<file path="config.mk">
export PLATFORM = sky130hd
export DESIGN_NAME = store_buffer
export DESIGN_NICKNAME = d
export VERILOG_FILES = /design/src/rtl/riscv_pkg.sv /design/src/rtl/sb_match.sv /design/src/rtl/store_buffer.sv
export SDC_FILE = /design/constraint.sdc
export NUM_CORES = 1
export LEC_CHECK = 0
export CORE_UTILIZATION = 45
export CTS_CLUSTER_DIAMETER = 60
export CTS_CLUSTER_SIZE = 16
export DETAILED_ROUTE_END_ITERATION = 6
export PLACE_DENSITY = 0.66
export SETUP_SLACK_MARGIN = 0.4
export SYNTH_ARGS = -nofsm -noshare
export SYNTH_HDL_FRONTEND = slang
export SYNTH_SLANG_ARGS = --single-unit
export TNS_END_PERCENT = 10
</file>
<file path="constraint.sdc">
create_clock -name clk -period 6.6 [get_ports clk]
set_input_delay 1.32 -clock clk [delete_from_list [all_inputs] [get_ports clk]]
set_output_delay 1.32 -clock clk [all_outputs]
set_load 0.01 [all_outputs]
</file>
<file path="src/rtl/riscv_pkg.sv">
// Shared core types: load/store size encodings and the store-buffer entry layout.
// Pure declarations, no logic, no timing.
// Imported by the store buffer and its matcher.
package riscv_pkg;

  localparam int XLEN = 32;

  localparam logic [2:0] AC_B  = 3'b000;
  localparam logic [2:0] AC_H  = 3'b001;
  localparam logic [2:0] AC_W  = 3'b010;
  localparam logic [2:0] AC_BU = 3'b100;
  localparam logic [2:0] AC_HU = 3'b101;

  typedef struct packed {
    logic [XLEN-1:0] addr;
    logic [XLEN-1:0] data;
    logic [2:0]      ac;
  } sb_entry_t;

endpackage

</file>
<file path="src/rtl/sb_match.sv">
// Word-address match of a load against buffered stores; picks the youngest match.
// Latency: purely combinational.
// Backpressure: none; the caller turns a non-forwardable match into a stall.
module sb_match
  import riscv_pkg::*;
#(
  parameter int DEPTH = 4,
  parameter int PW    = $clog2(DEPTH)
) (
  input  logic                  load,
  input  logic [XLEN-1:0]       addr,
  input  logic [2:0]            ac,
  input  logic [DEPTH-1:0]      valid,
  input  sb_entry_t [DEPTH-1:0] entries,
  input  logic [PW-1:0]         tail,
  output logic                  any_match,
  output logic [PW-1:0]         youngest,
  output logic                  hit
);

  logic          found;
  logic [PW-1:0] idx;

  // Walk from the newest entry (tail-1) back towards the oldest; first match wins.
  always_comb begin
    found    = 1'b0;
    youngest = '0;
    idx      = '0;
    for (int k = 1; k <= DEPTH; k++) begin
      idx = tail - PW'(k);
      if (!found && valid[idx] && (entries[idx].addr[XLEN-1:2] == addr[XLEN-1:2])) begin
        found    = 1'b1;
        youngest = idx;
      end
    end
  end

  assign any_match = load & found;
  assign hit       = any_match
                   & (entries[youngest].ac == AC_W)
                   & (addr[1:0] == 2'b00)
                   & (ac == AC_W);

endmodule

</file>
<file path="src/rtl/store_buffer.sv">
// Queues committed stores and drains them to the single data-memory port; forwards to LW.
// Latency: a store accepted at edge N reaches data_mem at edge N+1 at the earliest; forwarding is same-cycle.
// Backpressure: StallM on full-without-drain, on non-forwardable load overlap, and during fence until empty.
module store_buffer
  import riscv_pkg::*;
#(
  parameter int DATA_WIDTH = 32,
  parameter int DEPTH      = 4
) (
  input  logic                  clk,
  input  logic                  rst_n,
  input  logic                  StoreM,
  input  logic                  LoadM,
  input  logic                  FenceM,
  input  logic [DATA_WIDTH-1:0] AddrM,
  input  logic [DATA_WIDTH-1:0] WriteDataM,
  input  logic [2:0]            AddressingControlM,
  output logic                  StallM,
  output logic                  FwdHitM,
  output logic [DATA_WIDTH-1:0] FwdDataM,
  output logic                  MemWriteD,
  output logic [DATA_WIDTH-1:0] AddrD,
  output logic [DATA_WIDTH-1:0] WriteDataD,
  output logic [2:0]            AddressingControlD,
  output logic                  EmptyM
);

  localparam int PW = $clog2(DEPTH);

  sb_entry_t [DEPTH-1:0] mem;
  logic [DEPTH-1:0]      valid;
  logic [PW-1:0]         head;
  logic [PW-1:0]         tail;
  logic [PW-1:0]         youngest;
  logic [PW:0]           count;
  logic                  any_match;
  logic                  hit;
  logic                  conflict;
  logic                  full;
  logic                  pop;
  logic                  push;

  sb_match #(.DEPTH(DEPTH), .PW(PW)) u_match (
    .load      (LoadM),
    .addr      (AddrM),
    .ac        (AddressingControlM),
    .valid     (valid),
    .entries   (mem),
    .tail      (tail),
    .any_match (any_match),
    .youngest  (youngest),
    .hit       (hit)
  );

  assign EmptyM   = (count == '0);
  assign full     = (count == (PW+1)'(DEPTH));
  assign conflict = LoadM & any_match & ~hit;
  // The port is free whenever no load needs it, or a conflict/fence forces draining.
  assign pop      = ~EmptyM & (~LoadM | conflict | FenceM);
  assign StallM   = (StoreM & full & ~pop) | conflict | (FenceM & ~EmptyM);
  assign push     = StoreM & ~StallM;

  assign MemWriteD          = pop;
  assign AddrD              = mem[head].addr;
  assign WriteDataD         = mem[head].data;
  assign AddressingControlD = mem[head].ac;

  assign FwdHitM  = hit;
  assign FwdDataM = hit ? mem[youngest].data : '0;

  always_ff @(posedge clk or negedge rst_n) begin
    if (!rst_n) begin
      mem   <= '0;
      valid <= '0;
      head  <= '0;
      tail  <= '0;
      count <= '0;
    end else begin
      // Pop before push: when full, head==tail and the new entry's valid must win.
      if (pop) begin
        valid[head] <= 1'b0;
        head        <= head + 1'b1;
      end
      if (push) begin
        mem[tail]   <= '{addr: AddrM, data: WriteDataM, ac: AddressingControlM};
        valid[tail] <= 1'b1;
        tail        <= tail + 1'b1;
      end
      if (push && !pop) begin
        count <= count + 1'b1;
      end else if (pop && !push) begin
        count <= count - 1'b1;
      end
    end
  end

endmodule
</file>
**After elaboration in Yosys (flattened, before gate mapping)**

Cells that the tools add are included.

- Register bits after elaboration: 279
- Bits in latches: 0
- RAM bits: 0
- ROM bits: 0
- Logic and storage cells: 120
- Memories kept: 0

- Add/subtract/negate cells: 7
- Multiply operators: 0
- Div/mod/pow operators: 0
- $lt $le $gt $ge: 8
- Equal/unequal tests: 7
- Shift operators: 0
- Mux-type cells: 40
- Bitwise gates (word level): 23
- Reductions and logical operators: 19

Operator list:

| operator | count |
|---|---|
| $bmux 67 s2 | 6 |
| $mux 67 | 6 |
| $bwmux 268 | 1 |
| $demux 67 s2 | 1 |
| $eq 30x30->1 | 4 |
| $mux 35 | 1 |
| $mux 32 | 1 |
| $lt 2x3->1 const B | 6 |
| $and 1x1->1 | 11 |
| $logic_and 1x1->1 | 11 |
| $mux 1 | 10 |
| $bmux 1 s2 | 4 |
| $mux 2 | 4 |
| $mux 4 | 2 |
| $eq 3x2->1 const B | 2 |
| $mux 3 | 2 |
| $logic_not 1->1 | 5 |
| $not 1->1 | 5 |
| $add 2x1->2 const B | 2 |
| $and 4x4->4 | 1 |
| $demux 1 s2 | 2 |
| $ge 2x1->1 const B | 2 |
| $not 4->4 | 1 |
| $or 1x1->1 | 4 |
| 9 further kinds | 10 |

**Logic depth before layout (Yosys ltp)**

Gate-level depths: netlist of run 1.

- Depth after elaboration: 39
- Depth in mapped cells: 29

**Hierarchy**

Synthesis of run 1 repeated with hierarchy kept, for this count alone.

- Cells, all modules: 1,364
- Area, all modules: 18,621.6 um2

Modules (own cells, without submodules):

| module | instances | cells an instance | area each (um2) | sequential area each (um2) |
|---|---|---|---|---|
| store_buffer | 1 | 780 | 13,586.8 | 6,981.7 |
| sb_match | 1 | 584 | 5,034.8 | 0.0 |

**Worst setup path before layout of run 1**

OpenSTA, ideal clock, no wires.

- Path type: register to output
- Start point: register tail[1]
- End point: output FwdDataM[11]
- Arrival time: 4,791 ps
- Required time: 5,280 ps
- Slack: 489 ps
- Stages on the path, launching flop included: 22
- Path through: dfrtp_1 buf_6 buf_4 buf_4 buf_2 inv_1 ha_1 buf_2 buf_6 buf_4 mux2i_1 o22ai_1 or4_1 a222oi_1 nand3_1 nor2_1 a211o_1 and3_1 clkbuf_1 clkbuf_1 mux2i_1 and2_1

- Word-level cells in the longest chain between the ends: 25
- Elaborated cells on any way between the ends: 49

Ends and longest elaborated chain:

| element | RTL line | text |
|---|---|---|
| start: declaration | store_buffer.sv:33 | `logic [PW-1:0] tail;` |
| start signal: assignment | store_buffer.sv:87 | `tail <= tail + 1'b1;` |
| $sub 2x1->2 | sb_match.sv:30 | `idx = tail - PW'(k);` |
| $bmux 67 s2 | sb_match.sv:31 | `if (!found && valid[idx] && (entries[idx].addr[XLEN-1:2] == addr[XLEN-1:2])) begin` |
| $mux 67 (not written as such) | sb_match.sv:31 |  |
| $eq 30x30->1 | sb_match.sv:31 |  |
| $logic_and 1x1->1 | sb_match.sv:31 |  |
| $mux 1 | sb_match.sv:31 |  |
| $logic_not 1->1 | sb_match.sv:31 |  |
| $logic_and 1x1->1 (2 in a row) | sb_match.sv:31 |  |
| [... 8 more ...] | n/a |  |
| $mux 2 | sb_match.sv:31 |  |
| $bmux 67 s2 | sb_match.sv:40, store_buffer.sv:69 |  |
| $mux 35 (not written as such) | sb_match.sv:40 | `& (entries[youngest].ac == AC_W)` |
| $eq 3x2->1 | sb_match.sv:40 |  |
| $and 1x1->1 | sb_match.sv:40 |  |
| $and 1x1->1 | sb_match.sv:41 | `& (addr[1:0] == 2'b00)` |
| $and 1x1->1 | sb_match.sv:42 | `& (ac == AC_W);` |
| $mux 32 (*) | store_buffer.sv:69 | `assign FwdDataM = hit ? mem[youngest].data : '0;` |
| end: declaration | store_buffer.sv:20 | `output logic [DATA_WIDTH-1:0] FwdDataM,` |

Mark *: on every way between the ends. The rest lies on a longest branch, timed or not. The select of a mux whose other input is x is not followed.

**Worst setup path after layout of run 1**

- Start point: input AddrM[22]
- End point: output FwdDataM[29]

- Word-level cells in the longest chain between the ends: 22
- Elaborated cells on any way between the ends: 30

Ends and longest elaborated chain:

| element | RTL line | text |
|---|---|---|
| start: declaration | store_buffer.sv:15 | `input logic [DATA_WIDTH-1:0] AddrM,` |
| $eq 30x30->1 | sb_match.sv:31 |  |
| $logic_and 1x1->1 | sb_match.sv:31 |  |
| $mux 1 | sb_match.sv:31 |  |
| $logic_not 1->1 | sb_match.sv:31 |  |
| $logic_and 1x1->1 (2 in a row) | sb_match.sv:31 |  |
| $mux 1 | sb_match.sv:31 |  |
| $logic_not 1->1 | sb_match.sv:31 |  |
| $logic_and 1x1->1 (2 in a row) | sb_match.sv:31 |  |
| [... 4 more ...] | n/a |  |
| $mux 2 | sb_match.sv:31 |  |
| $bmux 67 s2 | sb_match.sv:40, store_buffer.sv:69 |  |
| $mux 35 (not written as such) | sb_match.sv:40 |  |
| $eq 3x2->1 | sb_match.sv:40 |  |
| $and 1x1->1 | sb_match.sv:40 |  |
| $and 1x1->1 | sb_match.sv:41 |  |
| $and 1x1->1 | sb_match.sv:42 |  |
| $mux 32 (*) | store_buffer.sv:69 |  |

Marked as above.

==> summary.md, run 1 <==
| Metric | Value |
|---|---|
| Status | `completed` |
| First-pass GRT wire length | `102,000 um` |
| Sequential share of power | `0.253` |
| Crit Path Class | `in -> out` |
| P_leak | `10.5 nW` |
| Rows | `76` |
| Initial antenna violation count | `1` |
| DRT Pass-1 Iters | `5` |
| Largest net degree at the start of global routing | `149` |
| Most frequent cells in the layout | `275 x dfrtp_1, 198 x mux2i_1, 158 x inv_1, 147 x o22ai_1, 133 x mux4_2` |
| Main synth FF type | `dfrtp_1` |
| Num CTS Buffers | `30` |
| Initial DRC Count | `1,399` |
| Commonest non-fill, non-tap cell in the layout | `dfrtp_1` |
| Vias | `15,800` |
| Worst hold path startpoint | `count[2]` |
| Die height | `213 um` |
| Core footprint | `43,500 um2` |
| Clk Latency, worst-skew pair | `0.59 ns` |
| Critical Path Start Type | `primary input` |
| Async set-reset flop share out of synthesis | `1.00` |
| DP Wirelength | `45,500 um` |
| Req. time, crit path | `5.28 ns` |
| Power Density | `607 nW/um2` |
| Area of the die | `45,400 um2` |
| Synthesized area per cell | `11.8 um2` |
| Core Util, Final | `0.572` |
| Worst slew pin tran | `0.997 ns` |
| Yosys warns | `0` |
| Power, Total | `15.1 mW` |
| Logic gate share of total power | `0.627` |
| I/O pin total | `175` |
| Area Growth Syn to Fin | `24.0%` |
| Nets | `2,020` |
| Part of the power in the clock network | `0.120` |
| Sw power | `6.40 mW` |
| RSZ-0062 raised after global routing | `true` |
| Int Power | `8.70 mW` |
| Vias in the first global route | `16,200` |
| Final std cells w/o fill | `2,545` |
| Syn Inst Count | `1,696` |
| # setup viols final | `0` |
| Max Buffers Root-to-Sink | `3` |
| Register area share after synthesis | `0.348` |
| Fraction of layout cells with a size suffix above 1 | `0.312` |
| Post-synth net total | `1,778` |
| Starting Density | `0.461` |
| Endpoint type of the worst setup path | `output port` |
| Reg clk slew, reported paths | `0.07 ns` |
| Drt drc | `0` |
| Setup TNS | `0 ns` |
| Avg WL per Cell | `26.3 um` |
| Reg-to-Reg Start | `tail[0]` |
| Final hold vios | `0` |
| #FFs+latches synth | `279` |
| Hold WC Path Type | `reg -> reg` |
| Placed cells | `2,452` |
| Max Fclk | `158 MHz` |
| Mapped cell area | `20,000 um2` |
| Library cells used by synthesis | `82` |
| Hold_buf cts | `0` |
| CP max FO | `33` |
| Crit. Startpoint | `AddrM[22]` |
| Sw Share | `0.424` |
| Clock Sinks | `279` |
| TritonCTS clock tree | `built` |
| Post-synth EDFFs | `0` |
| GRT overflow | `0` |
| Final WL | `66,900 um` |
| All-Layer GR Usage | `0.296` |
| PortBufs | `174` |
| Root Buffer | `clkbuf_16` |
| Slew margin rel. | `0.334` |
| Antenna Violating Nets Remaining | `0` |
| Max-slew violation count | `0` |
| Data arrival, critical path | `4.99 ns` |
| Maximum vdd ir drop | `0.331 mV` |
| DR vias/cell | `6.21` |
| Tmin final | `6.31 ns` |
| Max Cap Viol | `0` |
| Die width | `213 um` |
| H-Tree Depth | `1` |
| Setup Skew | `0.0176 ns` |
| Tcrit/Tclk final | `0.956` |
| RD Place Congestion | `0.989` |
-- per-layer routing --
layer,GRT usage,part of all wire,up-vias
met5,0,0,-
met4,0.0997,0.036,0
met3,0.0509,0.076,149
met2,0.460,0.46,699
met1,0.419,0.43,8143
li1,-,-,6803
-- critical path, stage by stage --
cell             delay (ns)
clkdlybuf4s50_1        0.52
buf_6                  0.15
nor2_1                 0.07
o21ai_0                0.21
buf_4                  0.18
nand4_1                0.19
or4_4                  0.61
o2bb2ai_2              0.17
mux2_2                 0.36
a32o_2                 0.26
o311a_1                0.33
buf_12                 0.17
and2_1                 0.15
dlygate4sd2_1          0.28
-- worst paths after layout --
kind | end | slack, ns | depth (start not counted)
min in group asynchronous | mem[265] | 0.72 | 1
max in group asynchronous | head[0] | 4.52 | 2
worst min-delay path | count[2] | 0.51 | 1
worst max-delay path | FwdDataM[29] | 0.29 | 14
worst min register to register | count[2] | 0.51 | 1
worst max register to register | count[2] | 1.11 | 23
-- power groups by stage --
stage / Sequential, mW / Combinational, mW / Clock [mW]
2_1_floorplan: 3.23 / 6.11 / 0
3_3_place_gp: 3.71 / 8.57 / 0
3_5_place_dp: 3.78 / 8.62 / 0
4_1_cts: 3.77 / 9.20 / 1.84
5_1_grt: 3.94 / 9.93 / 1.91
6_report: 3.82 / 9.47 / 1.81
-- kinds of logic (layout without fill, tap and decap cells) --
family,count (synthesis),count (layout),synth area share
other cells,0,1,0
flops,279,279,0.348
buf+inv,312,575,0.0817
fa+ha+maj,10,10,0.00662
xor+xnor,109,109,0.0480
mux,488,488,0.359
compound gates,275,275,0.0979
simple gates,223,223,0.0589
-- sequential cells by signal (all words and copies together) (netlist names) --
register,count
mem,268
tail,2
head,2
valid,4
count,3
-- through the flow --
step	area [um2]	setup WS, ns	hold WS, ns
after CTS	24700	0.302	0.510
after global routing	24900	0.142	0.522
after global placement	23000	-0.219	0.471
after floorplan	20000	0.489	0.443
after detailed placement	23000	-0.339	0.466
final	24900	0.288	0.507
-- layout make-up --
| type | instances | area [um2] |
|---|---|---|
| fill | 3640 | 18600 |
| clock buffer | 34 | 817 |
| timing repair buffer | 361 | 3730 |
| sequential | 279 | 7000 |
| multi-input combinational | 1105 | 11700 |
| inverter | 161 | 613 |
| tap | 585 | 732 |
| antenna | 1 | 2.50 |
| clock inverter | 19 | 244 |
-- cells in the mapped netlist, drive strengths merged (3+ instances only) --
master,n,area (um2)
a2111oi,6,53.8
a211o,5,43.8
a21o,3,22.5
a21oi,17,88.8
a221oi,3,26.3
a22o,4,35.0
a22oi,4,30.0
a2bb2oi,5,43.8
a31oi,3,18.8
and2,35,219
and3,5,31.3
and4,5,53.8
buf,106,863
clkbuf,45,169
dfrtp,279,6980
ha,9,113
inv,161,604
mux2,138,2020
mux2i,217,2170
mux4,133,3000
nand2,83,312
nand2b,3,18.8
nand3,11,75.1
nand4,16,100
nand4b,3,26.3
nor2,23,88.8
nor2b,4,25.0
nor3,10,50.1
nor4,11,75.1
o2111ai,7,61.3
o211ai,6,45.0
o21ai,12,60.1
o21bai,3,26.3
o221ai,4,35.0
o22a,5,43.8
o22ai,153,982
o2bb2ai,8,70.1
o31ai,4,43.8
o41ai,3,33.8
or3,3,18.8
or4,4,30.0
xnor2,89,787
xor2,20,175
-- timing repair --
item	in CTS	in global routing
endpoints found under the setup margin	35	35
pin swaps	14	4
buffers inserted	28	4
hold endpoints to repair	0	0
resized for setup	178	26
cloned	5	2
(Power assumes the default switching activity.)
==> run 2: changes to the inputs <==
Settings changed: CTS_CLUSTER_SIZE 16 to 25.
==> run 2 against run 1 <==
Non-clock buffer count unchanged. Critical path depth up 6. Register-to-register slack about the same. Fmax down 0.98%. Combinational power down 0.8%. Power down 0.69%. Sequential cell count unchanged. Largest power group unchanged. Highest routed layer unchanged.
==> summary.md, run 2 (same netlist as run 1, synthesis figures left out) <==
| Metric | Value |
|---|---|
| Max Buffers Root-to-Sink | `3` |
| Max reg flops | `268` |
| Num CTS Buffers | `29` |
| Maximum vdd ir drop | `0.351 mV` |
| Status | `completed` |
| DRT Pass-1 Iters | `5` |
| Critical Path Start Type | `register` |
| Setup TNS | `0 ns` |
| Starting Density | `0.461` |
| Vias | `15,800` |
| P_leak | `10.5 nW` |
| Place WS | `-0.339 ns` |
| Tmin final | `6.37 ns` |
| First-pass GRT wire length | `102,000 um` |
| Root Buffer | `clkbuf_16` |
| Crit Path Class | `reg -> out` |
| Avg WL per Cell | `26.2 um` |
| Commonest non-fill, non-tap cell in the layout | `dfrtp_1` |
| Rows | `76` |
| DR vias/cell | `6.22` |
| Uppermost layer routed | `met4` |
| RD Place Congestion | `0.989` |
| Reg clk slew, reported paths | `0.07 ns` |
| Die width | `213 um` |
| Final std cells w/o fill | `2,546` |
| DP Wirelength | `45,500 um` |
| Max Cap Viol | `0` |
| PortBufs | `174` |
| CP max FO | `24` |
| Clk Latency, worst-skew pair | `0.60 ns` |
| Die height | `213 um` |
| Worst slew pin tran | `0.966 ns` |
| Fraction of layout cells with a size suffix above 1 | `0.313` |
| Hold_buf cts | `0` |
| Core footprint | `43,500 um2` |
| Largest net degree at the start of global routing | `149` |
| RSZ-0062 raised after global routing | `true` |
| Area of the multi-input gates | `11,700 um2` |
| Req. time, crit path | `5.28 ns` |
| Metal1 wirelength | `28,000 um` |
| Endpoint type of the worst setup path | `output port` |
| Placed cells | `2,452` |
| Final WL | `66,600 um` |
| Final WS setup | `0.226 ns` |
| Top reg by flops | `mem` |
| Initial DRC Count | `1,477` |
| Area Growth Syn to Fin | `23.8%` |
| Vias in the first global route | `16,200` |
| Tcrit/Tclk final | `0.966` |
| I/O pin total | `175` |
| Power Density | `604 nW/um2` |
| Core Util, Final | `0.571` |
| Clock Sinks | `279` |
| Max Fclk | `157 MHz` |
| Data arrival, critical path | `5.05 ns` |
| Area of the die | `45,400 um2` |
| Hold WC Path Type | `reg -> reg` |
| H-Tree Depth | `1` |
| Initial antenna violation count | `1` |
| DR WL met2 | `30,700 um` |
| Final hold vios | `0` |
| Drt drc | `0` |
| Most frequent cells in the layout | `275 x dfrtp_1, 194 x mux2i_1, 158 x inv_1, 147 x o22ai_1, 133 x mux4_2` |
| Met3 Wirelength | `5400 um` |
| Antenna Violating Nets Remaining | `0` |
| Slew margin rel. | `0.355` |
| TritonCTS clock tree | `built` |
| All-Layer GR Usage | `0.298` |
| Biggest regs | `mem x268, valid x4, count x3` |
| Nets | `2,019` |
| Max-slew violation count | `0` |
| Fill count | `3,650` |
| Register Area | `7000 um2` |
| # setup viols final | `0` |
| GRT overflow | `0` |
| Setup Skew | `0.0216 ns` |
| Power, Total | `15.0 mW` |
-- run 2: final timing paths --
check | slack (ns) | depth (start not counted) | endpoint | startpoint
setup / recovery | 0.23 | 20 | FwdDataM[24] | tail[1]
hold / removal | 0.48 | 1 | count[2] | count[2]
setup reg to reg | 1.10 | 24 | count[2] | tail[1]
hold reg to reg | 0.48 | 1 | count[2] | count[2]
max in group asynchronous | 4.54 | 2 | head[1] | rst_n
min in group asynchronous | 0.70 | 1 | mem[265] | rst_n
-- run 2: critical path: stages (launching register included) --
cell	delay (ns)
dfrtp_4	0.48
buf_4	0.14
buf_12	0.11
buf_16	0.19
mux4_2	0.54
xnor2_1	0.24
nand4_1	0.28
nor4_2	0.27
nand4_1	0.16
buf_4	0.19
nor2_2	0.18
a21oi_1	0.14
o311ai_4	0.30
buf_6	0.16
buf_12	0.15
buf_8	0.13
buf_4	0.11
mux2i_2	0.21
mux2i_2	0.12
and2_1	0.15
buf_2	0.13
-- run 2: layout make-up --
| type | instances | area share |
|---|---|---|
| Antenna cell | 1 | 0.000101 |
| Clock buffer | 31 | 0.0295 |
| Clock inverter | 23 | 0.0127 |
| Inverter | 161 | 0.0247 |
| Multi-Input combinational cell | 1105 | 0.472 |
| Sequential cell | 279 | 0.282 |
| Tap cell | 585 | 0.0295 |
| Timing Repair Buffer | 361 | 0.149 |
-- run 2: per-layer routing --
| metal | global-route usage | up-vias |
|---|---|---|
| met5 | 0 | - |
| met4 | 0.106 | 0 |
| met3 | 0.0538 | 147 |
| met2 | 0.462 | 702 |
| met1 | 0.417 | 8154 |
| li1 | - | 6822 |
-- run 2: what timing repair did --
action | in CTS | in global routing
setup endpoints to repair | 35 | 35
setup buffers | 29 | 3
resized for setup | 190 | 21
pin swaps | 12 | 12
cloned | 6 | 1
-- run 2: where the power goes --
part | total (mW) | internal [mW] | leakage (nW) | switching, mW
clock network | 1.78 | 0.916 | 0.508 | 0.862
registers | 3.82 | 2.58 | 3.37 | 1.24
logic | 9.39 | 5.09 | 6.63 | 4.30
-- run 2: stage by stage --
| step | hold slack (ns) | instance area (um2) |
|---|---|---|
| 6_report | 0.483 | 24800 |
| 5_1_grt | 0.511 | 24800 |
| 4_1_cts | 0.482 | 24700 |
| 3_5_place_dp | 0.466 | 23000 |
| 3_3_place_gp | 0.471 | 23000 |
| 2_1_floorplan | 0.443 | 20000 |
==> run 3: changes to the inputs <==
Settings changed: CORE_UTILIZATION 45 to 40, PLACE_DENSITY 0.66 to 0.6.
==> run 3 against run 2 <==
First-iteration DRC count fell by 11%. Critical path depth down 6. Sequential cell count is the same. Sequential share of layout area decreased by 1.0 points. Sequential power barely moved. Combinational power is 9% higher. Clock power up 7%.
==> summary.md, run 3 (same netlist as run 1, synthesis figures left out) <==
| Metric | Value |
|---|---|
| Status | `completed` |
| Die height | `226 um` |
| Power, Total | `15.9 mW` |
| Core footprint | `49,200 um2` |
| Top reg by flops | `mem` |
| Avg WL per Cell | `26.2 um` |
| DR vias/cell | `5.99` |
| GRT overflow | `0` |
| Max Buffers Root-to-Sink | `3` |
| Rows | `81` |
| # setup viols final | `0` |
| Met3 Wirelength | `4930 um` |
| Final WL | `69,600 um` |
| CP max FO | `8` |
| Initial antenna violation count | `2` |
| CP cell instances | `clkdlybuf4s50_1 > a22o_1 > a2111oi_2 > buf_4 > o22ai_2 > or4_1 > o2bb2ai_4 > mux2_4 > a32o_2 > o311a_4 > buf_12 > buf_16 > and2_1 > buf_2` |
| Root Buffer | `clkbuf_16` |
| RSZ-0062 raised after global routing | `true` |
| PortBufs | `174` |
| Max reg flops | `268` |
| Area Growth Syn to Fin | `28.5%` |
| Die width | `226 um` |
| Crit-path slowest cell | `or4_1` |
| First-pass GRT wire length | `105,000 um` |
| Crit Path Class | `in -> out` |
| Hold WS | `0.480 ns` |
| Fill count | `4,219` |
| H-Tree Depth | `1` |
| Most frequent cells in the layout | `275 x dfrtp_1, 192 x mux2i_1, 159 x inv_1, 146 x o22ai_1, 141 x buf_4` |
| Num CTS Buffers | `31` |
| Reg-to-Reg Start | `tail[1]` |
| Nets | `2,050` |
| Core Util, Final | `0.524` |
| DRT Pass-1 Iters | `7` |
| Endpoint type of the worst setup path | `output port` |
| Fraction of layout cells with a size suffix above 1 | `0.347` |
| Setup TNS | `0 ns` |
| All-Layer GR Usage | `0.273` |
| Largest net degree at the start of global routing | `132` |
| Hold_buf cts | `0` |
| Antenna Violating Nets Remaining | `0` |
| Reg clk slew, reported paths | `0.07 ns` |
| Hold WC Path Type | `reg -> reg` |
| Clock Sinks | `279` |
| I/O pin total | `175` |
| Maximum vdd ir drop | `0.349 mV` |
| Commonest non-fill, non-tap cell in the layout | `dfrtp_1` |
| Tcrit/Tclk final | `0.955` |
| P_leak | `10.8 nW` |
| Reg-to-Reg End | `count[2]` |
| Data arrival, critical path | `4.98 ns` |
| Hold path cells | `1` |
| Tmin final | `6.30 ns` |
| Initial DRC Count | `1,321` |
| TritonCTS clock tree | `built` |
| R2R cell count | `27` |
| Drt drc | `0` |
| Max Cap Viol | `0` |
| Uppermost layer routed | `met4` |
| Critical Path Start Type | `primary input` |
| Vias | `15,900` |
| Vias in the first global route | `16,100` |
| WP buf/inv | `5` |
| Max-slew violation count | `0` |
| Slew margin rel. | `0.376` |
| DR WL met2 | `32,500 um` |
| Req. time, crit path | `5.28 ns` |
| Flop-to-flop setup slack | `1.26 ns` |
| RD Place Congestion | `0.989` |
| Final hold vios | `0` |
| Worst hold path startpoint | `count[2]` |
| Area of the die | `51,000 um2` |
| CP top delay family | `compound AO/OA/AOI/OAI gates` |
| Starting Density | `0.408` |
| DP Wirelength | `45,700 um` |
| Clk Latency, worst-skew pair | `0.62 ns` |
| Setup Skew | `0.0271 ns` |
| Crit path largest cell delay | `0.58 ns` |
| WHS Endpoint | `count[2]` |
| Max Fclk | `159 MHz` |
| Metal1 wirelength | `30,400 um` |
| Biggest regs | `mem x268, valid x4, count x3` |
| Worst slew pin tran | `0.934 ns` |
| Power Density | `616 nW/um2` |
==> run 3: changes by cell type in the layout (fill, tap and decap cells not counted), sizes merged <==
cell	change
dlymetal6s2s	-1
bufinv	+2
clkdlybuf4s50	-5
buf	+40
inv	+3
clkinv	-5
clkinvlp	+1
dlygate4sd2	+2
clkdlybuf4s15	-4
==> run 3: through the flow <==
| step | cells | area [um2] | setup WS (ns) |
|---|---|---|---|
| final | 2658 | 25700 | 0.300 |
| after global routing | 2658 | 25700 | 0.146 |
| after CTS | 2648 | 25500 | 0.282 |
| after detailed placement | 2535 | 23100 | -0.355 |
| after global placement | 2535 | 23100 | -0.332 |
| after floorplan | 1696 | 20000 | 0.489 |
==> run 3: layout make-up <==
| cell class | instances | area (um2) | area share |
|---|---|---|---|
| inverters | 161 | 609 | 0.0237 |
| flip-flops and latches | 279 | 7000 | 0.272 |
| clock buffers | 34 | 797 | 0.0310 |
| well taps | 664 | 831 | 0.0323 |
| multi-input cells | 1105 | 12100 | 0.470 |
| clock inverters | 24 | 324 | 0.0126 |
| diodes | 1 | 2.50 | 0.0000972 |
| repair buffers | 390 | 4090 | 0.159 |
==> run 3: worst register-to-register path, delay by kind of cell, from the launching register on <==
| family | cells | cell delay (ns) |
|---|---|---|
| buffers and inverters | 10 | 1.26 |
| AND/OR/NAND/NOR | 6 | 1.19 |
| adder cells (fa/ha/maj) | 3 | 0.92 |
| AO/OA/AOI/OAI | 3 | 0.55 |
| XOR/XNOR | 3 | 0.48 |
| flip-flops | 1 | 0.47 |
| multiplexers | 2 | 0.39 |
==> run 3: worst max-delay path by stage <==
stage,from,end,depth (start not counted)
finish,AddrM[22],FwdDataM[26],14
global placement,AddrM[31],FwdDataM[21],15
CTS,tail[1],FwdDataM[26],19
global route,tail[1],FwdDataM[12],23
detailed placement,AddrM[31],FwdDataM[19],15
floorplan,tail[1],FwdDataM[11],21
==> run 3: routing by layer <==
layer  global-route usage  vias to the layer above
li1                     -                     6870
met1                0.383                     8271
met2                0.431                      676
met3               0.0450                      115
met4               0.0812                        0
met5                    0                        -
==> run 3: where the power goes <==
part / internal [mW] / leakage [nW] / total [mW] / switching, mW
combinational: 5.50 / 6.93 / 10.2 / 4.67
clock: 1.04 / 0.541 / 1.90 / 0.857
sequential: 2.58 / 3.37 / 3.79 / 1.21
==> run 3: what timing repair did <==
item                                    in CTS  in global routing
endpoints found under the setup margin      35                 35
gates cloned                                13                  0
setup buffers                               42                  9
endpoints found under the hold margin        0                  0
pin swaps                                   32                 19
resized for setup                          263                 43
